## src/rtl/vga_frame_monitor.sv

```systemverilog
// vga_frame_monitor: checks VGA frame timing on pix_clk. It counts the pixels in
// each line and the lines in each frame, pulses an error when a line or a frame
// has the wrong size, counts completed frames and reports lock.
// Optional feature: define VGA_MON_CHECKSUM_EN to add the frame_sum output, the
// sum of vga_red over the last completed frame.
module vga_frame_monitor #(
   parameter int H_ACTIVE = 640,
   parameter int V_ACTIVE = 480
) (
   input  logic        pix_clk,
   input  logic        reset,
   input  logic        hsync,
   input  logic        vsync,
   input  logic [7:0]  vga_red,
   input  logic        data_valid,
   output logic [9:0]  pix_x,
   output logic [8:0]  pix_y,
   output logic        frame_done,
   output logic        line_len_err,
   output logic        frame_len_err,
   output logic [15:0] frame_count,
   output logic        locked
`ifdef VGA_MON_CHECKSUM_EN
   ,
   output logic [26:0] frame_sum
`endif
);

   localparam logic [9:0] H_ACT_W = 10'(H_ACTIVE);
   localparam logic [8:0] V_ACT_W = 9'(V_ACTIVE);

   typedef enum logic [1:0] {IDLE, VSYNC, FRAME} state_t;

   state_t      state_p0, state_nxt;
   logic        vsync_p0, hsync_p0, vld_p0;
   logic [9:0]  pix_cnt_p0;
   logic [8:0]  line_cnt_p0;
   logic        frame_err_p0;

   logic        vs_fall, vs_rise, hs_fall, in_frame, accept, line_open;
   logic        dv_close, hs_close, line_close, line_bad, frame_end, frame_bad;
   logic [8:0]  lines_eff;

   function automatic logic [9:0] sat_pix(input logic [9:0] c);
      return (c == 10'd1023) ? c : c + 10'd1;
   endfunction

   function automatic logic [8:0] sat_line(input logic [8:0] c);
      return (c == 9'd511) ? c : c + 9'd1;
   endfunction

   // Edge detection and line/frame close decisions for the current cycle.
   always_comb begin
      vs_fall    = vsync_p0 & ~vsync;
      vs_rise    = ~vsync_p0 & vsync;
      hs_fall    = hsync_p0 & ~hsync;
      in_frame   = (state_p0 == FRAME);
      accept     = in_frame & data_valid;
      line_open  = (pix_cnt_p0 != 10'd0);
      dv_close   = in_frame & vld_p0 & ~data_valid & line_open;
      hs_close   = accept & hs_fall & line_open;
      line_close = dv_close | hs_close;
      line_bad   = line_close & (pix_cnt_p0 != H_ACT_W);
      frame_end  = in_frame & vs_fall;
      // A line closing in the frame-end cycle is counted before the frame check.
      lines_eff  = line_close ? sat_line(line_cnt_p0) : line_cnt_p0;
      frame_bad  = frame_end & (lines_eff != V_ACT_W);
   end

   // Next-state logic: frames are bounded by vsync falling edges.
   always_comb begin
      state_nxt = state_p0;
      case (state_p0)
         IDLE:    if (vs_fall) state_nxt = VSYNC;
         VSYNC:   if (vs_rise) state_nxt = FRAME;
         FRAME:   if (vs_fall) state_nxt = VSYNC;
         default: state_nxt = IDLE;
      endcase
   end

   // State register and previous-cycle copies of the sync and valid inputs.
   always_ff @(posedge pix_clk) begin
      if (reset) begin
         state_p0 <= IDLE;
         vsync_p0 <= 1'b1;
         hsync_p0 <= 1'b1;
         vld_p0   <= 1'b0;
      end else begin
         state_p0 <= state_nxt;
         vsync_p0 <= vsync;
         hsync_p0 <= hsync;
         vld_p0   <= data_valid;
      end
   end

   // Pixel, line and frame-error bookkeeping for the frame in progress.
   always_ff @(posedge pix_clk) begin
      if (reset) begin
         pix_cnt_p0   <= '0;
         line_cnt_p0  <= '0;
         frame_err_p0 <= 1'b0;
      end else if (frame_end) begin
         pix_cnt_p0   <= '0;
         line_cnt_p0  <= '0;
         frame_err_p0 <= 1'b0;
      end else begin
         if (hs_close)
            pix_cnt_p0 <= 10'd1;
         else if (dv_close)
            pix_cnt_p0 <= '0;
         else if (accept)
            pix_cnt_p0 <= sat_pix(pix_cnt_p0);
         if (line_close)
            line_cnt_p0 <= sat_line(line_cnt_p0);
         if (line_bad)
            frame_err_p0 <= 1'b1;
      end
   end

   // Registered outputs: position of the last pixel, pulses, frame count, lock.
   always_ff @(posedge pix_clk) begin
      if (reset) begin
         pix_x         <= '0;
         pix_y         <= '0;
         frame_done    <= 1'b0;
         line_len_err  <= 1'b0;
         frame_len_err <= 1'b0;
         frame_count   <= '0;
         locked        <= 1'b0;
      end else begin
         if (accept) begin
            if (hs_close) begin
               pix_x <= '0;
               pix_y <= sat_line(line_cnt_p0);
            end else begin
               pix_x <= pix_cnt_p0;
               pix_y <= line_cnt_p0;
            end
         end
         frame_done    <= frame_end;
         line_len_err  <= line_bad;
         frame_len_err <= frame_bad;
         if (frame_end)
            frame_count <= frame_count + 16'd1;
         if (line_bad | frame_bad)
            locked <= 1'b0;
         else if (frame_end & ~frame_err_p0)
            locked <= 1'b1;
      end
   end

`ifdef VGA_MON_CHECKSUM_EN
   logic [26:0] acc_p0;
   logic [26:0] acc_sum;

   // Running sum including the pixel accepted this cycle.
   always_comb begin
      acc_sum = acc_p0;
      if (accept)
         acc_sum = acc_p0 + {19'd0, vga_red};
   end

   // Checksum accumulator; snapshot into frame_sum at each frame end.
   always_ff @(posedge pix_clk) begin
      if (reset) begin
         acc_p0    <= '0;
         frame_sum <= '0;
      end else if (frame_end) begin
         acc_p0    <= '0;
         frame_sum <= acc_sum;
      end else begin
         acc_p0    <= acc_sum;
      end
   end
`else
   logic unused_red;
   assign unused_red = ^vga_red;
`endif

endmodule

```

## config.mk

```make
export PLATFORM = sky130hd
export DESIGN_NAME = vga_frame_monitor
export DESIGN_NICKNAME = d
export VERILOG_FILES = /design/src/rtl/vga_frame_monitor.sv
export SDC_FILE = /design/constraint.sdc
export NUM_CORES = 1
export LEC_CHECK = 0
export CAP_MARGIN = 20
export CORE_MARGIN = 2
export CORE_UTILIZATION = 45
export CTS_BUF_LIST = sky130_fd_sc_hd__clkbuf_4
export DETAILED_ROUTE_END_ITERATION = 10
export PLACE_DENSITY = 0.68
export SLEW_MARGIN = 0
export SYNTH_ARGS = -nofsm -noshare
export SYNTH_HDL_FRONTEND = slang
export SYNTH_SLANG_ARGS = --single-unit
```

## constraint.sdc

```tcl
create_clock -name pix_clk -period 2.42 [get_ports pix_clk]
set_input_delay 0.484 -clock pix_clk [delete_from_list [all_inputs] [get_ports pix_clk]]
set_output_delay 0.484 -clock pix_clk [all_outputs]
set_load 0.02 [all_outputs]
```

## Word level (Yosys, flattened, before mapping)

Cells that the tools add are included.

- Word-level logic and storage cells: 69
- Output and inout bits: 39
- Register bits: 64
- Input port bits: 13

- Muxes and demuxes: 11
- Reduce and logical (&&, ||, !) cells: 10
- Bitwise gates (word level): 21
- Add/subtract/negate cells: 3
- Equal/unequal tests: 9

Operators by type and width:

| operator | count |
|---|---|
| $mux 9 | 3 |
| $add 16x1->16 const B | 1 |
| $and 1x1->1 | 13 |
| $add 10x1->10 const B | 1 |
| $eq 10x10->1 const B | 1 |
| $mux 10 | 1 |
| $ne 10x10->1 const B | 1 |
| $reduce_bool 10->1 | 1 |
| $add 9x1->9 const B | 1 |
| $eq 9x9->1 const B | 1 |
| $ne 9x9->1 const B | 1 |
| $not 1->1 | 6 |
| $reduce_and 2->1 | 3 |
| $reduce_or 2->1 | 3 |
| $mux 1 | 4 |
| $mux 2 | 2 |
| $pmux 2 s2 | 1 |
| $reduce_or 4->1 | 1 |
| $ne 3x3->1 const B | 1 |
| $reduce_bool 3->1 | 1 |
| $eq 2x1->1 const B | 1 |
| $eq 2x2->1 const B | 1 |
| $logic_not 2->1 | 1 |
| $ne 2x1->1 const B | 1 |
| 2 further kinds | 3 |

## Depth between registers and ports, before layout

Gate-level depths: netlist of run 1.

- Depth in word-level cells: 10
- Depth in mapped cells: 9
- Gate-level depth less buffers: 8

## Worst setup path after synthesis of run 1

Ideal clock, no wire load.

- Kind: register -> register
- Start point: register line_cnt_p0[1]
- End point: register pix_y[2]
- Data arrival time: 1897 ps
- Setup time: 70 ps
- Cell stages (with the launch flop): 9
- Period minus slack after synthesis: 1968 ps
- Setup slack: 452 ps
- Buffers on the path: 1
- Required time: 2350 ps
- Path through: dfxtp_1 > ha_1 > nand3_2 > or3_1 > buf_2 > nand2_2 > nor2_1 > or3_1 > a21oi_1

- Word-level cells in the longest chain between the ends: 3
- Elaborated cells on any way between the ends: 4
- Those cells by class: 1 x add/sub; 1 x eq/ne; 2 x mux

Ends and longest elaborated chain:

| element | line | source |
|---|---|---|
| from (decl) | 37 | `logic [8:0] line_cnt_p0;` |
| from (signal assigned) | 114 | `line_cnt_p0 <= sat_line(line_cnt_p0);` |
| $add 9x1->9 / $eq 9x9->1 (equally long branches) | 49 | `return (c == 9'd511) ? c : c + 9'd1;` |
| $mux 9 * | 49 |  |
| $mux 9 * | 132 | `if (hs_close) begin` |
| to (signal assigned) | 134 | `pix_y <= sat_line(line_cnt_p0);` |
| to (signal assigned) | 137 | `pix_y <= line_cnt_p0;` |
| to (decl) | 17 | `output logic [8:0] pix_y,` |

Every way passes the cells marked *; elsewhere a longest branch is shown, timed or not.
A chain may end at the register's enable or synchronous reset.

## Worst setup path in the final report of run 1

- Start point: register pix_cnt_p0[0]
- End point: register pix_y[4]

- Word-level cells in the longest chain between the ends: 3

Ends and longest elaborated chain:

| element | line | source |
|---|---|---|
| from (decl) | 36 | `logic [9:0] pix_cnt_p0;` |
| from (signal assigned) | 112 | `pix_cnt_p0 <= sat_pix(pix_cnt_p0);` |
| $reduce_bool 10->1 | 59 | `line_open = (pix_cnt_p0 != 10'd0);` |
| $and 1x1->1 | 61 | `hs_close = accept & hs_fall & line_open;` |
| $mux 9 | 132 |  |

Every way passes these cells.

==> implementation parameters, run 1 <==
Parameter                              Value

Status
  Status    finished clean

Detailed routing
  Vias post-DR    2773
  Initial detailed-routing violation count    116
  Average wire length per cell after detail routing    14.3 um
  Drc violations    0
  TritonRoute pass-1 iters    4
  Total wire length    7200 um
  Detailed-route vias per instance    5.49
  Post-DRT Antenna Nets    0

Global route
  Global routing usage summed across all routing layers    0.200
  Total gr overflow    0
  Number of antenna violations at the first check in global routing    0
  Vias in the first global route    2531
  Global-route wire length before repair    11800 um
  Maximum number of pins on one net before global-route repair    23

Layout
  Non-filler instance count after layout    505
  Fraction of final layout cells sized beyond drive strength 1    0.136
  Utilization after layout    0.569
  Total inserted antenna cells    0
  Area growth from synthesis to layout    24.4%
  Post-layout net count    437
  Filler Cells Inserted    619

Yosys
  Synthesized net count    379
  Post-synthesis async set-or-reset flop share    0
  Leading register cell type out of synthesis    sky130_fd_sc_hd__dfxtp_1
  Warnings from Yosys    0
  Post-synthesis instance area    3050 um^2
  Total of flip-flops plus latches after synthesis    64
  Share of the yosys chip area belonging to registers    0.420
  EDFF count, synth    0
  Gate count of the mapped netlist    362
  Post-synthesis average cell area    8.44 um^2
  Number of distinct library cells after synthesis    61

Timing
  Slew of the pin with the lowest slew margin    425 ps
  Hold Violations, Final    0
  Worst-case setup margin in the final layout    209 ps
  Post-layout min period    2210 ps
  Slew headroom    0.714
  Final setup fails    0
  Final Max Tran Viols    0
  Highest clock frequency the design can meet    452 MHz
  Setup TNS after final layout    0 ps
  Final worst-path cycle share    0.914
  RSZ-0062 raised after global routing    no
  Skew final    11.6 ps
  Min Hold Slack    456 ps

Worst hold path
  Worst hold path class    flip-flop to flip-flop

Floorplan
  Core region area    6680 um^2
  Total die area    7460 um^2
  Initial standard-cell utilization of the core    0.457
  Die width    86.4 um
  Die boundary height    86.4 um
  Count of boundary I/O pins    52
  Row count    30

Clock tree
  Number of cells upsized or downsized after cts    0
  Clock buffers created by TritonCTS    9
  Clock tree from TritonCTS    done
  Root buf cell    sky130_fd_sc_hd__clkbuf_4
  Hold bufs inserted after CTS    0
  Insertion delay of the later-clocked pin in the worst-skew pair    410 ps
  Max clock buf depth    2
  H-tree depth reported by CTS    3
  Clock transition time at the flip-flop clock pins of the worst setup and hold paths    110 ps
  Clock sink count    64
  Number of setup buffers added after CTS    0

Worst setup path
  Critical Path RT    2720 ps
  Crit Path Max Fanout    7
  Crit path kind    flip-flop to flip-flop
  Crit start category    flip-flop
  Critical Path AT    2510 ps
  Category of the worst setup path capture point    flip-flop

Power and ir drop
  Max IR drop VDD    0.391 mV
  Static leakage    1.30 nW
  PD cells    488 nW/um^2

Placement
  HPWL reported at the end of detailed placement    5230 um
  Cells after DPL    489
  Routability Congestion    0.888
  Post-Place Setup Slack    -140 ps
  Number of buffers inserted by port buffering    43

Job
  Max-Cap Viols    0
-- worst paths after layout --
path                 start  endpoint  slack (ps)  cells past startpoint
min reg2reg       pix_y[3]  pix_y[3]         460                      2
min               pix_y[3]  pix_y[3]         460                      2
max          pix_cnt_p0[0]  pix_y[4]         210                      7
max reg2reg  pix_cnt_p0[0]  pix_y[4]         210                      7
-- layout by cell type, fill, tap and decap left out, types with 4 or more instances in the layout --
cell type                         instances
sky130_fd_sc_hd__dfxtp_1                 64
sky130_fd_sc_hd__nor2_1                  47
sky130_fd_sc_hd__clkdlybuf4s50_1         43
sky130_fd_sc_hd__nand2_1                 37
sky130_fd_sc_hd__a21oi_1                 33
sky130_fd_sc_hd__buf_4                   23
sky130_fd_sc_hd__nand3_1                 17
sky130_fd_sc_hd__nor3_1                  13
sky130_fd_sc_hd__xnor2_1                 13
sky130_fd_sc_hd__clkbuf_4                11
sky130_fd_sc_hd__inv_1                   10
sky130_fd_sc_hd__xor2_1                  10
sky130_fd_sc_hd__nand4_1                  8
sky130_fd_sc_hd__or3_1                    8
sky130_fd_sc_hd__a311oi_1                 6
sky130_fd_sc_hd__o21ai_0                  6
sky130_fd_sc_hd__nand2b_1                 5
sky130_fd_sc_hd__mux2i_1                  5
sky130_fd_sc_hd__or2_2                    4
sky130_fd_sc_hd__a31oi_1                  4
sky130_fd_sc_hd__ha_1                     4
-- cell usage after synthesis, types with 2 or more instances --
master	instances	area (um^2)
sky130_fd_sc_hd__nand3_2	3	30.0
sky130_fd_sc_hd__o21ai_0	6	30.0
sky130_fd_sc_hd__or2_2	4	25.0
sky130_fd_sc_hd__nor3_1	13	65.1
sky130_fd_sc_hd__ha_1	4	50.1
sky130_fd_sc_hd__dfxtp_1	64	1280
sky130_fd_sc_hd__a21boi_0	2	15.0
sky130_fd_sc_hd__nor2b_1	3	18.8
sky130_fd_sc_hd__a211oi_1	3	22.5
sky130_fd_sc_hd__mux2i_1	5	50.1
sky130_fd_sc_hd__inv_1	10	37.5
sky130_fd_sc_hd__and3_1	3	18.8
sky130_fd_sc_hd__nand2b_1	5	31.3
sky130_fd_sc_hd__buf_6	2	22.5
sky130_fd_sc_hd__nor2_1	47	176
sky130_fd_sc_hd__clkbuf_1	10	37.5
sky130_fd_sc_hd__a21o_1	2	15.0
sky130_fd_sc_hd__nand4_1	8	50.1
sky130_fd_sc_hd__a31oi_1	4	25.0
sky130_fd_sc_hd__buf_2	5	25.0
sky130_fd_sc_hd__xnor2_1	13	114
sky130_fd_sc_hd__or3_1	8	50.1
sky130_fd_sc_hd__nor4_1	2	12.5
sky130_fd_sc_hd__xor2_1	10	87.6
sky130_fd_sc_hd__a21oi_1	33	165
sky130_fd_sc_hd__a311oi_1	6	52.6
sky130_fd_sc_hd__nand2_1	37	139
sky130_fd_sc_hd__nand3_1	17	85.1
-- worst max-delay path, stage by stage (launching register included) --
cell	delay [ps]
sky130_fd_sc_hd__dfxtp_1	420
sky130_fd_sc_hd__inv_1	100
sky130_fd_sc_hd__ha_1	200
sky130_fd_sc_hd__nor4b_4	140
sky130_fd_sc_hd__and3_1	250
sky130_fd_sc_hd__or3_4	450
sky130_fd_sc_hd__o311ai_0	420
sky130_fd_sc_hd__a21oi_1	120
-- power breakdown --
part / total (mW) / internal [mW] / switching [mW] / leakage (nW)
registers: 1.06 / 1.06 / 0.00507 / 0.516
logic: 0.0597 / 0.0250 / 0.0347 / 0.709
clock network: 0.732 / 0.337 / 0.396 / 0.0707
total: 1.86 / 1.42 / 0.436 / 1.30
-- sequential cells by signal (all words and copies together) (netlist names), 2 cells and up --
register and count:
frame_count 16, line_cnt_p0 9, pix_cnt_p0 10, pix_x 10
pix_y 9, state_p0 2
-- kinds of logic (layout without fill, tap and decap cells) --
family / count (synthesis) / after routing / share of synthesized area
buffers and inverters: 29 / 92 / 0.0442
and+or+nand+nor: 164 / 164 / 0.280
AOI/OAI and AO/OA: 72 / 72 / 0.154
adders and majority gates: 4 / 4 / 0.0164
xor gates and xnor gates: 23 / 23 / 0.0660
muxes: 6 / 6 / 0.0201
DFF: 64 / 64 / 0.420
-- metrics by stage --
step | power (mW) | area [um^2]
after global placement | 1.15 | 3660
after CTS | 1.88 | 3800
after floorplan | 1.12 | 3050
final | 1.86 | 3800
after global routing | 1.92 | 3800
after detailed placement | 1.15 | 3660
-- cell type report --
class | instances | area, um^2 | share of cell area
tap | 80 | 100 | 0.0263
clock buffer | 11 | 82.6 | 0.0217
clock inverter | 5 | 57.6 | 0.0151
inverter | 10 | 37.5 | 0.00988
multi-input combinational | 269 | 1640 | 0.431
sequential | 64 | 1280 | 0.337
timing repair buffer | 66 | 603 | 0.159
-- routing by layer --
layer  track usage  share of wire  up-vias  wire, um
met5             0              0        -         0
met4        0.0682          0.014        0       100
met3        0.0514          0.052       10       373
met2         0.307           0.45       63      3230
met1         0.275           0.49     1308      3500
li1              -              -     1392         -
Power figures use the tool's default switching activity.
==> run 2, diff against run 1 <==
- ABC_CLOCK_PERIOD_IN_PS: not set -> 2420
- CORE_UTILIZATION: 45 -> 30
- CTS_CLUSTER_SIZE: not set -> 30
- PLACE_DENSITY: 0.68 -> 0.49
==> run 2 against run 1 <==
  * Power grew 0.51%
  * Critical path type unchanged
  * Design area grew 3.1%
  * Worst setup slack gained 15 ps
  * Utilization shrank 17 points
  * Combinational power grew 8.4%
  * Final cell count grew 12%
  * Clock skew grew 15 ps
  * Routed wire length grew 7.5%
  * Fmax grew 0.67%
==> implementation parameters, run 2 (synthesized netlist as in run 1, its figures left out) <==
Parameter                              Value

Timing
  Slew headroom    0.721 (+0.00698)
  Skew final    26.2 ps (+14.6 ps)
  Hold Violations, Final    0 (unchanged)
  Final setup fails    0 (unchanged)
  Final worst-path cycle share    0.908 (-0.00606)
  Final Max Tran Viols    0 (unchanged)
  RSZ-0062 raised after global routing    no
  Slew of the pin with the lowest slew margin    415 ps (-10.0 ps)
  Min Hold Slack    454 ps (-2.11 ps)
  Worst-case setup margin in the final layout    223 ps (+14.7 ps)
  Post-layout min period    2200 ps (-14.7 ps)
  Highest clock frequency the design can meet    455 MHz (+0.67%)

Power and ir drop
  Sw power    465 uW (+6.7%)
  Comb pwr share    0.035 (+0.003)
  Max IR drop VDD    0.217 mV (-45%)
  Portion of total power attributed to the clock network    0.395 (about the same)
  PD cells    476 nW/um^2 (-2.5%)
  Static leakage    1.33 nW (+2.5%)
  Switching power share of the total    0.249 (+0.0145)
  Part of the power in registers    0.570 (-0.003)
  Internal power    1.40 mW (-1.4%)

Clock tree
  Clock transition time at the flip-flop clock pins of the worst setup and hold paths    110 ps (about the same)
  Max clock buf depth    2 (unchanged)
  Number of cells upsized or downsized after cts    0 (unchanged)
  Number of setup buffers added after CTS    0 (unchanged)
  Clock buffers created by TritonCTS    9 (unchanged)
  Root buf cell    sky130_fd_sc_hd__clkbuf_4
  Hold bufs inserted after CTS    0 (unchanged)
  Clock tree from TritonCTS    done
  Clock sink count    64 (unchanged)
  H-tree depth reported by CTS    3 (unchanged)
  Insertion delay of the later-clocked pin in the worst-skew pair    430 ps (+20 ps)

Worst hold path
  Worst hold path class    flip-flop to flip-flop

Worst setup path
  Crit Path Max Fanout    7 (unchanged)
  Crit start category    flip-flop
  Category of the worst setup path capture point    flip-flop
  Crit path kind    flip-flop to flip-flop
  Worst-path cell chain    inv_1 -> ha_1 -> nor4b_4 -> and3_1 -> or3_4 -> o311ai_0 -> a21oi_1
  Critical Path RT    2720 ps (about the same)
  Critical Path AT    2490 ps (-20 ps)
  Crit-path slowest cell    sky130_fd_sc_hd__or3_4
  Critical Path Max Stage Delay    450 ps (about the same)

Layout
  Non-filler instance count after layout    565 (+12%)
  Post-layout net count    444 (+1.6%)
  Fraction of final layout cells sized beyond drive strength 1    0.148 (+0.0117)
  Largest register FFs    16 (unchanged)
  Largest registers in the final layout    frame_count (16), pix_cnt_p0 (10), pix_x (10)
  Most used cells in the layout excluding fill and tap cells    sky130_fd_sc_hd__dfxtp_1 (64), sky130_fd_sc_hd__nor2_1 (47), sky130_fd_sc_hd__clkdlybuf4s50_1 (43)
  Area growth from synthesis to layout    28.2%
  Utilization after layout    0.399 (-0.170)
  Cell area after layout    3920 um^2 (+3.1%)
  Register with the most flip-flops    frame_count
  Total inserted antenna cells    0 (unchanged)
  Leading cell type in the layout, fill and taps excluded    sky130_fd_sc_hd__dfxtp_1

Floorplan
  Row count    36 (+20%)
  Count of boundary I/O pins    52 (unchanged)
  Total die area    11000 um^2 (+47%)
  Initial standard-cell utilization of the core    0.311 (-0.146)
  Core region area    9820 um^2 (+47%)
  Die width    105 um (+21%)
  Die boundary height    105 um (+21%)

Detailed routing
  Total wire length    7740 um (+7.5%)
  TritonRoute pass-1 iters    4 (unchanged)
  Post-DRT Antenna Nets    0 (unchanged)
  Initial detailed-routing violation count    155 (+34%)
  Average wire length per cell after detail routing    13.7 um (-4.0%)
  Drc violations    0 (unchanged)
  Detailed-route vias per instance    4.87 (-11%)
  Vias post-DR    2750 (-0.83%)

Global route
  Global routing usage summed across all routing layers    0.145 (-0.0554)
  Maximum number of pins on one net before global-route repair    23 (unchanged)
  Global-route wire length before repair    12700 um (+7.3%)
  Vias in the first global route    2568 (+1.5%)
  Total gr overflow    0 (unchanged)
  Number of antenna violations at the first check in global routing    0 (unchanged)

Status
  Status    finished clean

Placement
  HPWL reported at the end of detailed placement    5650 um (+8.1%)
  DP Area    3780 um^2 (+3.2%)
  Routability Congestion    0.799 (-10%)
  Number of buffers inserted by port buffering    43 (unchanged)
  Post-Place Setup Slack    -18.9 ps (+121 ps)
  Cells after DPL    549 (+12%)

Job
  Max-Cap Viols    0 (unchanged)
run 2: layout make-up:
class                      count  area, um^2
fill                        1069        5900
multi-input combinational    269        1640
sequential                    64        1280
timing repair buffer          73         656
tap                          133         166
clock inverter                 7        70.1
clock buffer                   9        67.6
inverter                      10        37.5
run 2: per-layer routing:
metal  global-route usage  share of wire  vias to the layer above
li1                     -              -                     1409
met1                0.197           0.49                     1246
met2                0.215           0.44                       79
met3               0.0343          0.051                       16
met4               0.0695          0.018                        0
met5                    0              0                        -
run 2: final timing paths:
kind,from,to,slack (ps),depth (start not counted)
setup / recovery,pix_cnt_p0[0],pix_y[4],220,7
hold / removal,pix_y[6],pix_y[6],450,2
setup reg to reg,pix_cnt_p0[0],pix_y[4],220,7
hold reg to reg,pix_y[6],pix_y[6],450,2
run 2: metrics by stage:
step                TNS (ps)  power [mW]
finish                     0        1.86
global route               0        1.94
CTS                        0        1.90
detailed placement     -19.6        1.15
global placement       -7.83        1.15
floorplan                  0        1.12
run 2: worst max-delay path: cells and delay by family (launching register included):
family	cells	cell delay [ps]
AND/OR/NAND/NOR	3	840
adder cells (fa/ha/maj)	1	200
AO/OA/AOI/OAI	2	540
buffers and inverters	1	90
flip-flops	1	410
run 2: power groups by stage:
stage               clock network [mW]  logic (mW)  registers [mW]
finish                           0.737      0.0647            1.06
global route                     0.800      0.0714            1.06
CTS                              0.768      0.0658            1.06
detailed placement                   0      0.0658            1.09
global placement                     0      0.0656            1.09
floorplan                            0      0.0346            1.09
